[src/rtl/spi_cmd_pkg.sv]
// Shared definitions for the SPI command sequencer: FSM states, command-byte layout,
// error flag positions and the fill byte returned when a register read times out.
package spi_cmd_pkg;

    typedef enum logic [2:0] {
        ST_IDLE    = 3'd0,
        ST_CMD     = 3'd1,
        ST_WRITE   = 3'd2,
        ST_RD_REQ  = 3'd3,
        ST_RD_WAIT = 3'd4,
        ST_RD_HOLD = 3'd5,
        ST_DRAIN   = 3'd6
    } state_t;

    localparam int RW_BIT = 7;

    localparam int ERR_TIMEOUT  = 2;
    localparam int ERR_UNDERRUN = 1;
    localparam int ERR_OVERFLOW = 0;

    localparam logic [7:0] TIMEOUT_FILL = 8'hFF;

endpackage

[src/rtl/spi_rd_timeout.sv]
// Loadable down-counter guarding a register read; expire pulses in the last
// counted cycle if the read data has still not come back.
module spi_rd_timeout #(
    parameter int CYCLES = 255
) (
    input  logic clk,
    input  logic rst,
    input  logic load,
    input  logic run,
    output logic expire
);

    localparam int CW = $clog2(CYCLES + 1);

    logic [CW-1:0] count_reg;

    always_ff @(posedge clk) begin
        if (rst) begin
            count_reg <= '0;
        end else if (load) begin
            count_reg <= CW'(CYCLES);
        end else if (run && count_reg != '0) begin
            count_reg <= count_reg - CW'(1);
        end
    end

    assign expire = run && (count_reg == CW'(1));

endmodule

[src/rtl/spi_cmd_sequencer.sv]
// Per-chip-select frame controller: parses the command byte, issues register
// writes/reads with address auto-increment and feeds read data to the SPI transmitter.
module spi_cmd_sequencer
    import spi_cmd_pkg::*;
#(
    parameter int MAX_BYTES_PER_CS = 8,
    parameter int ADDR_W           = 7,
    parameter int RD_TIMEOUT       = 255
) (
    input  logic              clk,
    input  logic              rst,
    input  logic              cs_active,
    input  logic              rx_valid,
    input  logic [7:0]        rx_byte,
    output logic [7:0]        tx_byte,
    output logic              tx_load,
    output logic              reg_wr_en,
    output logic              reg_rd_en,
    output logic [ADDR_W-1:0] reg_addr,
    output logic [7:0]        reg_wdata,
    input  logic [7:0]        reg_rdata,
    input  logic              reg_rd_valid,
    output logic              busy,
    output logic [2:0]        err,
    input  logic              err_clr
);

    localparam int CNT_W = $clog2(MAX_BYTES_PER_CS + 1);

    state_t            state_reg;
    logic [ADDR_W-1:0] addr_reg;
    logic [CNT_W-1:0]  cnt_reg;
    logic              at_limit;
    logic              tmo_expire;
    logic [2:0]        err_set;

    assign at_limit = (cnt_reg == CNT_W'(MAX_BYTES_PER_CS));
    assign busy     = (state_reg != ST_IDLE);

    spi_rd_timeout #(
        .CYCLES(RD_TIMEOUT)
    ) u_rd_timeout (
        .clk    (clk),
        .rst    (rst),
        .load   (state_reg == ST_RD_REQ),
        .run    (state_reg == ST_RD_WAIT),
        .expire (tmo_expire)
    );

    // A byte that would overflow the frame is dropped, so it never also counts as an underrun.
    always_comb begin
        err_set = '0;
        if (cs_active && rx_valid) begin
            case (state_reg)
                ST_WRITE, ST_RD_HOLD: err_set[ERR_OVERFLOW] = at_limit;
                ST_RD_REQ, ST_RD_WAIT: begin
                    err_set[ERR_OVERFLOW] = at_limit;
                    err_set[ERR_UNDERRUN] = !at_limit;
                end
                default: ;
            endcase
        end
        if (cs_active && state_reg == ST_RD_WAIT && !(rx_valid && at_limit)
            && !reg_rd_valid && tmo_expire) begin
            err_set[ERR_TIMEOUT] = 1'b1;
        end
    end

    always_ff @(posedge clk) begin
        if (rst) begin
            state_reg <= ST_IDLE;
            addr_reg  <= '0;
            cnt_reg   <= '0;
            tx_byte   <= '0;
            tx_load   <= 1'b0;
            reg_wr_en <= 1'b0;
            reg_rd_en <= 1'b0;
            reg_addr  <= '0;
            reg_wdata <= '0;
            err       <= '0;
        end else begin
            tx_load   <= 1'b0;
            reg_wr_en <= 1'b0;
            reg_rd_en <= 1'b0;
            err       <= (err_clr ? 3'b000 : err) | err_set;

            // Chip-select release abandons the frame, including any read in flight.
            if (state_reg != ST_IDLE && !cs_active) begin
                state_reg <= ST_IDLE;
                cnt_reg   <= '0;
            end else begin
                case (state_reg)
                    ST_IDLE: begin
                        if (cs_active) state_reg <= ST_CMD;
                    end
                    ST_CMD: begin
                        if (rx_valid) begin
                            addr_reg <= rx_byte[ADDR_W-1:0];
                            cnt_reg  <= CNT_W'(1);
                            if (rx_byte[RW_BIT]) begin
                                state_reg <= ST_WRITE;
                            end else begin
                                state_reg <= ST_RD_REQ;
                                reg_rd_en <= 1'b1;
                                reg_addr  <= rx_byte[ADDR_W-1:0];
                            end
                        end
                    end
                    ST_WRITE: begin
                        if (rx_valid) begin
                            if (at_limit) begin
                                state_reg <= ST_DRAIN;
                            end else begin
                                cnt_reg   <= cnt_reg + CNT_W'(1);
                                reg_wr_en <= 1'b1;
                                reg_addr  <= addr_reg;
                                reg_wdata <= rx_byte;
                                addr_reg  <= addr_reg + ADDR_W'(1);
                            end
                        end
                    end
                    ST_RD_REQ: begin
                        if (rx_valid && at_limit) begin
                            state_reg <= ST_DRAIN;
                        end else begin
                            if (rx_valid) cnt_reg <= cnt_reg + CNT_W'(1);
                            state_reg <= ST_RD_WAIT;
                        end
                    end
                    ST_RD_WAIT: begin
                        if (rx_valid && at_limit) begin
                            state_reg <= ST_DRAIN;
                        end else begin
                            if (rx_valid) cnt_reg <= cnt_reg + CNT_W'(1);
                            if (reg_rd_valid) begin
                                tx_byte   <= reg_rdata;
                                tx_load   <= 1'b1;
                                addr_reg  <= addr_reg + ADDR_W'(1);
                                state_reg <= ST_RD_HOLD;
                            end else if (tmo_expire) begin
                                tx_byte   <= TIMEOUT_FILL;
                                tx_load   <= 1'b1;
                                state_reg <= ST_RD_HOLD;
                            end
                        end
                    end
                    ST_RD_HOLD: begin
                        // The dummy byte shifting out the current data also prefetches the next register.
                        if (rx_valid) begin
                            if (at_limit) begin
                                state_reg <= ST_DRAIN;
                            end else begin
                                cnt_reg   <= cnt_reg + CNT_W'(1);
                                state_reg <= ST_RD_REQ;
                                reg_rd_en <= 1'b1;
                                reg_addr  <= addr_reg;
                            end
                        end
                    end
                    ST_DRAIN: ;
                    default: state_reg <= ST_IDLE;
                endcase
            end
        end
    end

endmodule
[config.mk]
export PLATFORM = sky130hd
export DESIGN_NAME = spi_cmd_sequencer
export DESIGN_NICKNAME = d
export VERILOG_FILES = /design/src/rtl/spi_cmd_pkg.sv /design/src/rtl/spi_rd_timeout.sv /design/src/rtl/spi_cmd_sequencer.sv
export SDC_FILE = /design/constraint.sdc
export NUM_CORES = 1
export LEC_CHECK = 0
export ABC_CLOCK_PERIOD_IN_PS = 2200
export BUFFER_PORTS_ARGS = -buffer_cell sky130_fd_sc_hd__buf_2
export CAP_MARGIN = 20
export CORE_MARGIN = 1
export CORE_UTILIZATION = 50
export CTS_CLUSTER_DIAMETER = 150
export DETAILED_ROUTE_END_ITERATION = 12
export PLACE_DENSITY_LB_ADDON = 0.1
export SETUP_SLACK_MARGIN = 0.4
export SLEW_MARGIN = 20
export SYNTH_ARGS = -nofsm -noshare
export SYNTH_HDL_FRONTEND = slang
export SYNTH_SLANG_ARGS = --single-unit
[constraint.sdc]
create_clock -name clk -period 2.2 [get_ports clk]
set_input_delay 0.22 -clock clk [delete_from_list [all_inputs] [get_ports clk]]
set_output_delay 0.22 -clock clk [all_outputs]
set_load 0.005 [all_outputs]
==> flow_summary.ini, run 1 <==
[sta]
grt_setup_unrepaired = true
layout_min_cycle_time_ns = 1.80
worst-slew-pin-transition_ns = 0.505
achievable-frequency_mhz = 555
fin_skew_ns = 0.00458
final_max_slew_violation_count = 0
post-route-period-util = 0.818
tns_ns = 0
slew_headroom = 0.662
report.final.hold_viol_count = 0
postLayoutSetupSlackWorst_ns = 0.400
finalSetupViolCount = 0

[critical_path]
path_depth = 8
worst_path_buf_inv = 2
cpMaxStageDelayCell = dfxtp_2
cp_cell_instances = inv_2 > ha_4 > and4b_4 > or3_4 > a21boi_4 > buf_12 > nor2_1 > a211oi_1
crit_path_end_kind = flip-flop
arrival_ns = 2.03
setup.worst_path.class = flip-flop to flip-flop
crit_required_ns = 2.43
cpLargestDelayFamily = simple AND/OR/NAND/NOR gates
worst_r2r_startpoint = cnt_reg[0]$_SDFFE_PP0P_
rr_endpoint = reg_addr[6]$_SDFFE_PP0P_
r2r_setup_slack_ns = 0.40
critical_path.max_fanout = 7
critical-path-max-stage-delay_ns = 0.35
cp-start-kind = flip-flop
reg2reg_depth = 8

[die]
area_of_the_core_mm2 = 0.00488
floorplan.die.width_um = 74.3
fp.dieArea_mm2 = 0.00553
floorplan.io_pins = 52
die_h_um = 74.3
placementRows = 25
initial_core_util = 0.536

[final_layout]
multi_input_comb_area_mm2 = 0.00152
most_common_cell_after_layout_fill_and_taps_aside = buf_2
layout_common_cells = buf_2 (52), dfxtp_1 (46), nor2_1 (40)
layout.area.seq_mm2 = 0.00103
antenna_cells_inserted = 0
area_growth_pct = 22.6
layout.filler_cells = 425
design.final.nets = 383
drive_above_1_share = 0.326

[worst_hold_path]
hold_path_cell_cnt = 3
holdPathEnd = tx_byte[2]$_SDFFE_PP0P_
hold_start = reg_rdata[2]
hold_path.class = input pin to flip-flop

[synthesis]
synth_seq_cells = 51
postSynth.asyncResetShare = 0
synth_nets = 324
synthesis.area_per_instance_um2 = 8.84
synth_enable_flop_cells = 0
post_synth_instance_area_mm2 = 0.00262
synth_cells = 296
ys_types = 52
ys_dominant_reg_cell = dfxtp_1
seq_area_frac_synth = 0.390
ys.warnings.count = 0

[routing]
drt_first_iter_violations = 104
route.detailed.drc = 0
wl_per_cell_um = 14.6
detailedRoute.firstPassIterationCount = 4
route.antenna.remaining_nets = 0
route.detailed.vias_per_inst = 5.47
finalWirelength_um = 6170
vias = 2315

[clock_network]
tritoncts_buffer_count = 5
clock_pin_slew_reported_for_the_worst_setup_and_hold_paths_after_clock_tree_synthesis_ns = 0.09
tritoncts = built
clockRootBuffer = clkbuf_8
holdBufCountCts = 0
clock_tree.htree_level_count = 2
clock_sinks = 51
cts_max_path_buffers = 2
clock_insertion_delay_worst_skew_ns = 0.30

[status]
run_status = complete, no violations

[flow_run]
number_of_max_cap_violations = 0

[power_and_ir_drop]
peakVddDrop_uv = 492
power.leakage_uw = 0.00138
power.density_mw_per_mm2 = 702

[global_route]
via_count_of_the_first_global_routing_pass = 2051
globalRouteOverflowTotal = 0
antenna_found_initial = 0
grt_pass1_wl_um = 9530
grt_usage = 0.224
grt_max_degree = 48

[placement]
gpl.final_weighted_congestion = 0.882
place_hpwl_um = 4080
post_placement_setup_slack_ns = 0.200
portbufs = 51
-- power by group --
part	switching, uW	internal, uW
logic	342	309
clock network	311	219
registers	83.0	990
total	736	1520
-- how the worst max path moves through the flow --
stage / from / end
floorplan: cnt_reg[0]$_SDFFE_PP0P_ / reg_addr[1]$_SDFFE_PP0P_
global placement: state_reg[2]$_SDFFE_PP0P_ / tx_byte[6]$_SDFFE_PP0P_
detailed placement: state_reg[2]$_SDFFE_PP0P_ / reg_addr[0]$_SDFFE_PP0P_
CTS: cnt_reg[1]$_SDFFE_PP0P_ / addr_reg[0]$_SDFFE_PP0P_
global route: cnt_reg[0]$_SDFFE_PP0P_ / reg_addr[4]$_SDFFE_PP0P_
finish: cnt_reg[0]$_SDFFE_PP0P_ / reg_addr[6]$_SDFFE_PP0P_
-- through the flow --
step / util / instance area, um^2 / total power, uW / std cells / hold WS (ns)
after global routing: 0.657 / 3210 / 2370 / 423 / 0.195
final: 0.657 / 3210 / 2250 / 423 / 0.174
after global placement: 0.601 / 2930 / 1630 / 406 / 0.440
after CTS: 0.631 / 3080 / 2210 / 417 / 0.176
after detailed placement: 0.601 / 2930 / 1640 / 406 / 0.447
after floorplan: - / 2620 / 1480 / 296 / 0.364
-- cells by family (layout without fill, tap and decap cells) --
family	after synthesis	after routing	synth area share
simple gates	124	124	0.259
compound gates	62	62	0.170
flops	51	51	0.390
buf+inv	28	88	0.0583
mux	18	18	0.0698
xor+xnor	7	7	0.0234
fa+ha+maj	6	6	0.0287
-- final cells by class --
type	count	share of cell area
multi-input combinational	217	0.474
sequential	51	0.322
timing repair buffer	73	0.144
tap	67	0.0261
clock buffer	5	0.0215
inverter	7	0.00819
clock inverter	3	0.00468
-- per-layer routing --
metal | part of all wire | track usage | vias to the layer above
met1 | 0.46 | 0.297 | 1095
li1 | - | - | 1170
met4 | 0.0094 | 0.0671 | 0
met2 | 0.49 | 0.374 | 45
met3 | 0.035 | 0.0379 | 5
met5 | 0 | 0 | -
-- what timing repair did --
action	4_1_cts	5_1_grt
pin swaps	2	3
resized for setup	9	19
endpoints found under the setup margin	29	28
gates cloned	0	2
setup buffers	3	4
-- cells in the mapped netlist, types with 2 or more instances --
| master | count | area, um^2 |
|---|---|---|
| a32oi_1 | 2 | 17.5 |
| buf_6 | 4 | 45.0 |
| o32ai_1 | 4 | 35.0 |
| nand3b_1 | 5 | 37.5 |
| a211oi_1 | 8 | 60.1 |
| nor3_1 | 16 | 80.1 |
| nor2_1 | 44 | 165 |
| nand2_1 | 13 | 48.8 |
| a21oi_1 | 23 | 115 |
| nand3_1 | 7 | 35.0 |
| inv_1 | 7 | 26.3 |
| nand4b_1 | 2 | 17.5 |
| ha_1 | 6 | 75.1 |
| o211ai_1 | 2 | 15.0 |
| xor2_1 | 6 | 52.6 |
| clkbuf_1 | 9 | 33.8 |
| buf_2 | 4 | 20.0 |
| nor3b_1 | 11 | 82.6 |
| dfxtp_1 | 51 | 1020 |
| nand2b_1 | 6 | 37.5 |
| buf_4 | 3 | 22.5 |
| a211oi_2 | 4 | 50.1 |
| a31oi_1 | 2 | 12.5 |
| and2_1 | 3 | 18.8 |
| or2_2 | 2 | 12.5 |
| mux2_2 | 2 | 22.5 |
| nor2b_1 | 4 | 25.0 |
| mux2i_1 | 16 | 160 |
| o21ai_0 | 7 | 35.0 |
-- worst register-to-register path: stages (launching register included) --
cell and delay (ns):
dfxtp_2 0.35, inv_2 0.05, ha_4 0.16, and4b_4 0.23, or3_4 0.36, a21boi_4 0.21, buf_12 0.16, nor2_1 0.04
a211oi_1 0.18
Power figures use the tool's default switching activity.
==> run 2: changes to the inputs <==
ABC_CLOCK_PERIOD_IN_PS = 1700   (was 2200)
clock period = 1.7 ns   (was 2.2 ns; I/O delays follow)
==> run 2 against run 1 <==
  * Flip-flop and latch count unchanged
  * Largest power group unchanged
  * Worst setup slack got worse by 0.45 ns
  * Sequential share of layout area decreased by 5.8 points
  * Global-route usage increased by 2.8 points
  * Worst hold slack got worse by 0.045 ns
  * The flow now finishes with violations (setup timing)
  * Highest routed layer unchanged
==> flow_summary.ini, run 2 (synthesized netlist as in run 1, its figures left out) <==
[critical_path]
crit_required_ns = 1.94
cpLargestDelayFamily = simple AND/OR/NAND/NOR gates
cp_cell_instances = inv_2 > ha_4 > and4b_2 > a211oi_4 > o22ai_4 > or3_1 > a21oi_1
critical-path-max-stage-delay_ns = 0.34
setup.worst_path.class = flip-flop to flip-flop
worst_r2r_startpoint = cnt_reg[1]$_SDFFE_PP0P_
cpMaxStageDelayCell = dfxtp_2
r2r_setup_slack_ns = -0.06
crit_path_end_kind = flip-flop
critical_path.max_fanout = 8
worst_path_buf_inv = 1
cp_launch_point = cnt_reg[1]$_SDFFE_PP0P_
cp-start-kind = flip-flop
arrival_ns = 1.99

[final_layout]
layout.core_utilization = 0.805
design.final.nets = 417
antenna_cells_inserted = 0
most_common_cell_after_layout_fill_and_taps_aside = buf_2
area_growth_pct = 50.1
stdcell_count = 457
layout_common_cells = buf_2 (50), dfxtp_1 (43), nor2_1 (34), buf_4 (34), buf_6 (19)
drive_above_1_share = 0.523
layout.filler_cells = 315

[clock_network]
clock_pin_slew_reported_for_the_worst_setup_and_hold_paths_after_clock_tree_synthesis_ns = 0.10
clock_insertion_delay_worst_skew_ns = 0.31
cts_max_path_buffers = 2
tritoncts = built
clock_tree.htree_level_count = 2
tritoncts_buffer_count = 5
clock_sinks = 51
clockRootBuffer = clkbuf_8

[power_and_ir_drop]
internal_power_uw = 2380
power.leakage_uw = 0.00168
clkPwrFrac = 0.247
power.density_mw_per_mm2 = 900
peakVddDrop_uv = 536
combinational_power_share = 0.358
sw_frac_of_total = 0.327
pwr-share-seq = 0.394
power_spent_charging_and_discharging_nets_uw = 1150

[routing]
vias = 2494
drt_first_iter_violations = 93
detailedRoute.firstPassIterationCount = 4
route.antenna.remaining_nets = 0
route.detailed.drc = 0
finalWirelength_um = 7000
wl_per_cell_um = 15.3
route.detailed.vias_per_inst = 5.46

[die]
initial_core_util = 0.536
area_of_the_core_mm2 = 0.00488
die_h_um = 74.3
floorplan.io_pins = 52
floorplan.die.width_um = 74.3
placementRows = 25
fp.dieArea_mm2 = 0.00553

[placement]
place.detailed.instances = 437
place_hpwl_um = 4390
portbufs = 51
gpl.final_weighted_congestion = 0.860

[sta]
fin_skew_ns = 0.00899
postLayoutSetupSlackWorst_ns = -0.0553
achievable-frequency_mhz = 570
grt_setup_unrepaired = true
post-route-period-util = 1.03
report.final.hold_viol_count = 0
final_max_slew_violation_count = 0
layout_min_cycle_time_ns = 1.76
slew_headroom = 0.753
worst-slew-pin-transition_ns = 0.370
finalSetupViolCount = 6

[status]
run_status = complete, but fails checks
failed_checks = setup timing

[global_route]
met1_usage = 0.341
grt_pass1_wl_um = 10700
grt_usage = 0.252
grt_max_degree = 48
antenna_found_initial = 0
grt_util_met3 = 0.0407
grt.busiest_layer = met2
globalRouteOverflowTotal = 0
via_count_of_the_first_global_routing_pass = 2283
globalRouteMet2Util = 0.405

[flow_run]
number_of_max_cap_violations = 0

[worst_hold_path]
hold_start = rx_byte[6]
hold_path.class = input pin to flip-flop
==> run 2: path summary, 6_finish.rpt <==
kind	endpoint	depth (start not counted)
worst max register to register	addr_reg[0]$_SDFFE_PP0P_	7
worst max-delay path	addr_reg[0]$_SDFFE_PP0P_	7
worst min-delay path	reg_wdata[6]$_SDFFE_PP0P_	3
worst min register to register	err[1]$_SDFF_PP0_	2
==> run 2: final cells by class <==
class | count | area, um^2 | area share
clock inverters | 3 | 47.5 | 0.0121
clock buffers | 5 | 68.8 | 0.0175
repair buffers | 107 | 800 | 0.204
flip-flops and latches | 51 | 1040 | 0.264
inverters | 7 | 28.8 | 0.00733
well taps | 67 | 83.8 | 0.0214
multi-input cells | 217 | 1860 | 0.474
==> run 2: what timing repair did <==
item	in CTS	in global routing
setup buffers	9	3
pin swaps	41	16
resized for setup	70	20
endpoints found under the setup margin	52	52
hold buffers	0	0
==> run 2: worst reg2reg max path: stages, from the launching register on <==
cell and delay, ns:
dfxtp_2 0.34, inv_2 0.05, ha_4 0.15, and4b_2 0.29
a211oi_4 0.22, o22ai_4 0.17, or3_1 0.33, a21oi_1 0.13
==> run 2: power groups by stage <==
stage | clock network, uW | logic, uW | registers (uW)
6_report | 874 | 1270 | 1390
5_1_grt | 927 | 1360 | 1410
4_1_cts | 894 | 1190 | 1390
3_5_place_dp | 0 | 959 | 1400
3_3_place_gp | 0 | 950 | 1400
2_1_floorplan | 0 | 678 | 1370
==> run 2: per-stage QoR <==
stage / power (uW) / TNS, ns / worst slack (ns) / hold slack (ns) / area [um^2]
floorplan: 2050 / 0 / 0.0161 / 0.314 / 2790
finish: 3530 / -0.147 / -0.0553 / 0.129 / 3930
global route: 3690 / -1.08 / -0.118 / 0.145 / 3930
CTS: 3470 / -0.0762 / -0.0435 / 0.111 / 3810
detailed placement: 2360 / -0.269 / -0.0643 / 0.437 / 3330
global placement: 2350 / -0.212 / -0.0631 / 0.432 / 3330
==> run 2: layer usage <==
layer	up-vias	share of wire
met2	83	0.48
li1	1241	-
met5	-	0
met4	0	0.017
met3	13	0.057
met1	1157	0.45
